## config.mk

```make
export PLATFORM = sky130hd
export DESIGN_NAME = sample_capture_fifo
export DESIGN_NICKNAME = d
export VERILOG_FILES = /design/src/rtl/sample_capture_fifo.sv
export SDC_FILE = /design/constraint.sdc
export NUM_CORES = 1
export LEC_CHECK = 0
export CORE_ASPECT_RATIO = 1.2
export CORE_MARGIN = 4
export CORE_UTILIZATION = 55
export DETAILED_ROUTE_END_ITERATION = 10
export PLACE_DENSITY_LB_ADDON = 0.15
export SLEW_MARGIN = 10
export SYNTH_ARGS = -nofsm -noshare
export SYNTH_HDL_FRONTEND = slang
export SYNTH_SLANG_ARGS = --single-unit
```

## constraint.sdc

```tcl
create_clock -name clk -period 7.4 [get_ports clk]
set_input_delay 2.22 -clock clk [delete_from_list [all_inputs] [get_ports clk]]
set_output_delay 2.22 -clock clk [all_outputs]
set_load 0.1 [all_outputs]
```

## src/rtl/sample_capture_fifo.sv

```systemverilog
`default_nettype none
// +--------------------------------------------------------------------------+
// | sample_capture_fifo                                                      |
// | Captures strobed samples into a FWFT FIFO, streamed out as AXI-S packets.|
// | Rev 1.0                                                                  |
// +--------------------------------------------------------------------------+
module sample_capture_fifo #(
  parameter int DATA_W       = 16,
  parameter int DEPTH        = 16,
  parameter int PKT_LEN      = 8,
  parameter int CTRL_RST_BIT = 0,
  parameter int CTRL_EN_BIT  = 1
) (
  input  logic                     clk,
  input  logic                     a_rst_n,
  input  logic                     i_sample_en,
  input  logic [DATA_W-1:0]        i_sample_data,
  input  logic [31:0]              i_ctrl_reg,
  output logic [DATA_W-1:0]        m_axis_tdata,
  output logic                     m_axis_tvalid,
  input  logic                     m_axis_tready,
  output logic                     m_axis_tlast,
  output logic                     o_overflow,
  output logic [15:0]              o_drop_cnt,
  output logic [$clog2(DEPTH):0]   o_fill_level
);

  localparam int c_aw = $clog2(DEPTH);
  localparam int c_bw = (PKT_LEN > 1) ? $clog2(PKT_LEN) : 1;
  localparam logic [c_aw:0]   c_depth    = (c_aw+1)'(DEPTH);
  localparam logic [c_bw-1:0] c_last_bt  = c_bw'(PKT_LEN - 1);

  logic [DATA_W-1:0] r_mem [DEPTH];
  logic [c_aw-1:0]   r_wr_ptr;
  logic [c_aw-1:0]   r_rd_ptr;
  logic [c_aw:0]     r_fill;
  logic [c_bw-1:0]   r_beat_cnt;
  logic              r_overflow;
  logic [15:0]       r_drop_cnt;

  logic w_flush;
  logic w_enable;
  logic w_full;
  logic w_push;
  logic w_drop;
  logic w_pop;

  assign w_flush  = i_ctrl_reg[CTRL_RST_BIT];
  assign w_enable = i_ctrl_reg[CTRL_EN_BIT];
  // Fullness comes from the registered count, so a same-cycle pop never frees a slot.
  assign w_full   = (r_fill == c_depth);
  assign w_push   = i_sample_en && w_enable && !w_flush && !w_full;
  assign w_drop   = i_sample_en && w_enable && !w_flush && w_full;
  assign w_pop    = m_axis_tvalid && m_axis_tready && !w_flush;

  assign m_axis_tvalid = (r_fill != '0);
  assign m_axis_tdata  = r_mem[r_rd_ptr];
  assign m_axis_tlast  = m_axis_tvalid && (r_beat_cnt == c_last_bt);
  assign o_overflow    = r_overflow;
  assign o_drop_cnt    = r_drop_cnt;
  assign o_fill_level  = r_fill;

  // Storage carries no reset; only control state is cleared.
  always_ff @(posedge clk) begin
    if (w_push) begin
      r_mem[r_wr_ptr] <= i_sample_data;
    end
  end

  always_ff @(posedge clk or negedge a_rst_n) begin
    if (!a_rst_n) begin
      r_wr_ptr   <= '0;
      r_rd_ptr   <= '0;
      r_fill     <= '0;
      r_beat_cnt <= '0;
      r_overflow <= 1'b0;
      r_drop_cnt <= '0;
    end else if (w_flush) begin
      r_wr_ptr   <= '0;
      r_rd_ptr   <= '0;
      r_fill     <= '0;
      r_beat_cnt <= '0;
      r_overflow <= 1'b0;
      r_drop_cnt <= '0;
    end else begin
      if (w_push) begin
        r_wr_ptr <= r_wr_ptr + c_aw'(1);
      end
      if (w_pop) begin
        r_rd_ptr   <= r_rd_ptr + c_aw'(1);
        r_beat_cnt <= (r_beat_cnt == c_last_bt) ? '0 : r_beat_cnt + c_bw'(1);
      end
      case ({w_push, w_pop})
        2'b10:   r_fill <= r_fill + (c_aw+1)'(1);
        2'b01:   r_fill <= r_fill - (c_aw+1)'(1);
        default: r_fill <= r_fill;
      endcase
      if (w_drop) begin
        r_overflow <= 1'b1;
        if (r_drop_cnt != 16'hFFFF) begin
          r_drop_cnt <= r_drop_cnt + 16'd1;
        end
      end
    end
  end

endmodule
`default_nettype wire

```

==> flow_metrics.env <==
export IMPL_path_class="reg2out"
export IMPL_fin_cells=1063
export IMPL_fin_crit_sh=0.854
export IMPL_synth_simple_area_share=0.0637
export IMPL_dp_slack_ns=1.61
export IMPL_holdWs_ns=0.506
export IMPL_rows=58
export IMPL_clkSinkCount=289
export IMPL_route_detailed_drc=0
export IMPL_synth_top_area_frac=0.651
export IMPL_p_leak_uw=0.00447
export IMPL_synth_xor_area_share=0.0133
export IMPL_grt_pass1_vias=6830
export IMPL_wl_um=25400
export IMPL_grt_pass1_wl_um=39400
export IMPL_avgSynthCellArea_um2=16.8
export IMPL_cts_path_max_buffers=3
export IMPL_synthAdderAreaFrac=0.0106
export IMPL_cap_violations=0
export IMPL_grt_overflow=0
export IMPL_hold_path_class="reg2reg"
export IMPL_ys_warn_count=0
export IMPL_crit_slowest_cell="clkdlybuf4s50_1"
export IMPL_vdd_drop_max_v=0.000366
export IMPL_slew_viol_final=0
export IMPL_ant_nets=0
export IMPL_routed_via_count=6605
export IMPL_fin_nets=833
export IMPL_ios=92
export IMPL_place_inst=1011
export IMPL_synth_edf_count=256
export IMPL_cts_setup_buffers=0
export IMPL_holdPathStages=2
export IMPL_grt_use_met2=0.356
export IMPL_die_w_um=142
export IMPL_grt_max_degree=41
export IMPL_start_kind="flop"
export IMPL_synth_async_reset_ratio=0.114
export IMPL_yosys_area_top_type="edfxtp_1"
export IMPL_worst_slew_pin_slew_ns=1.25
export IMPL_crit_required_ns=5.18
export IMPL_hold_viol=0
export IMPL_clkTransAtPathRegs_ns=0.06
export IMPL_via_per_inst=6.21
export IMPL_synthFlopType="edfxtp_1"
export IMPL_fin_util=0.648
export IMPL_antenna_found_initial=1
export IMPL_r2r_cells=9
export IMPL_postCtsResizedCells=0
export IMPL_drt_initial_drc_count=530
export IMPL_min_period_ns=6.32
export IMPL_worstPathCellList="buf_4 -> and2_1 -> a221oi_1 -> a22oi_1 -> nand2_1 -> clkdlybuf4s50_1"
export IMPL_area_growth_syn_to_layout_pct=15.4
export IMPL_synth_area_leaders="edfxtp_1 65%, dfrtp_1 7.0%, mux4_2 6.1%"
export IMPL_grt_use_met3=0.0277
export IMPL_crit_arrival_ns=4.10
export IMPL_synth_cell_types=48
export IMPL_synth_compound_area_frac=0.0561
export IMPL_setup_ws_ns=1.08
export IMPL_rsz0062_at_grt="false"
export IMPL_finClkSkew_ns=0.0102
export IMPL_yosysSeqAreaShare=0.720
export IMPL_drive_gt1_frac=0.140
export IMPL_cts_tree="done"
export IMPL_clock_fmax_mhz=158
export IMPL_start_util=0.562
export IMPL_dpl_hpwl_um=14500
export IMPL_grt_use_met1=0.307
export IMPL_synthesis_nets=764
export IMPL_synth_top_family_by_area="multiplexers"
export IMPL_cp_slowest_stage_delay_ns=1.00
export IMPL_routabilityCongestion=0.832
export IMPL_synth_area_mm2=0.0118
export IMPL_holdBufCountCts=0
export IMPL_die_area_mm2=0.0239
export IMPL_grt_usage=0.215
export IMPL_fin_tns_setup_ns=0
export IMPL_die_h_um=169
export IMPL_crit_path_max_fanout=17
export IMPL_muxShareOfSynthArea=0.122
export IMPL_clk_latency_ns=0.53
export IMPL_ys_seq_elements=289
export IMPL_h_tree_depth=1
export IMPL_cp_end_kind="primary output"
export IMPL_core_area_mm2=0.0210
export IMPL_outcome="completed"
export IMPL_p_per_area_mw_per_mm2=296
export IMPL_routedWlPerCell_um=23.9
export IMPL_io_buffer_count=61
export IMPL_setup_viol=0
export IMPL_clockRootBuffer="clkbuf_16"
export IMPL_first_pass_iters=4
export IMPL_syn_inst=702
export IMPL_cts_buffers=28
export IMPL_max_slew_margin=0.168
export IMPL_grt_busiest_layer="met2"
synth_stat cells, types with 6 or more instances:
master      n
ha_1       10
mux4_2     32
dfrtp_1    33
nor2_1     26
nand2b_1    6
buf_2       6
nand2_1    36
a221oi_1   16
mux2i_1    52
mux2_2     16
o21ai_0    38
clkbuf_1   27
and2_1     14
nand4_1     6
a21oi_1    25
xnor2_1    11
nand3_1    10
a22oi_1    16
edfxtp_1  256
and4_1      6
xor2_1      7
nor4_1      7
power by group:
part	leakage, uW	internal [uW]	switching, uW
registers	0.00276	1800	60.6
clock network	0.000433	782	583
logic	0.00127	295	515
total	0.00447	2870	1160
cell families (layout without fill, tap and decap cells):
| group | after synthesis | in the layout |
|---|---|---|
| flip-flops | 289 | 289 |
| XOR/XNOR | 18 | 18 |
| AO/OA/AOI/OAI | 105 | 105 |
| AND/OR/NAND/NOR | 137 | 137 |
| multiplexers | 102 | 102 |
| buffers and inverters | 41 | 131 |
| adder cells (fa/ha/maj) | 10 | 10 |
| other | 0 | 1 |
cell usage in the layout, fill, tap and decap left out, types with 14 or more instances in the layout:
| cell | instances |
|---|---|
| and2_1 | 14 |
| mux4_2 | 32 |
| mux2i_1 | 52 |
| nor2_1 | 26 |
| nand2_1 | 36 |
| o21ai_0 | 38 |
| dfrtp_1 | 32 |
| a22oi_1 | 16 |
| a221oi_1 | 16 |
| clkbuf_16 | 29 |
| edfxtp_1 | 256 |
| clkdlybuf4s50_1 | 61 |
| mux2_2 | 16 |
| a21oi_1 | 25 |
through the flow:
stage | power, uW | cell area [um^2]
floorplan | 2510 | 11800
finish | 4030 | 13600
detailed placement | 2710 | 12700
CTS | 4060 | 13600
global route | 4180 | 13600
global placement | 2680 | 12700
layout make-up:
cell class | instances | area [um^2]
clock inverters | 13 | 101
repair buffers | 75 | 728
well taps | 270 | 338
diodes | 1 | 2.50
clock buffers | 38 | 790
flip-flops and latches | 289 | 8520
inverters | 5 | 18.8
multi-input cells | 372 | 3150
fillers | 1462 | 7400
registers in the layout, summed over array words and instances (netlist names):
name and flops:
r_mem 256, o_drop_cnt 16, o_fill_level 5, r_rd_ptr 4, r_wr_ptr 4, r_beat_cnt 3
o_overflow 1
path summary, 6_finish.rpt:
path	slack [ns]	to	from
worst min register to register	0.51	o_overflow	o_overflow
max in group asynchronous	4.96	r_rd_ptr[0]	a_rst_n
worst max-delay path	1.08	m_axis_tdata[13]	r_rd_ptr[2]
min in group asynchronous	2.08	o_drop_cnt[7]	a_rst_n
worst max register to register	4.18	o_fill_level[4]	o_fill_level[1]
worst min-delay path	0.51	o_overflow	o_overflow
worst max-delay path, delay by kind of cell, from the launching register on:
kind	cells	cell delay (ns)
compound gates	2	0.44
simple gates	2	1.02
flops	1	0.82
buf+inv	2	1.29
per-layer routing:
| metal | up-vias | wire length [um] |
|---|---|---|
| met5 | - | 0 |
| met4 | 0 | 591 |
| met3 | 44 | 1310 |
| met2 | 211 | 12400 |
| met1 | 3432 | 11000 |
| li1 | 2918 | - |
Note: power is estimated with default switching activity, not from simulation.
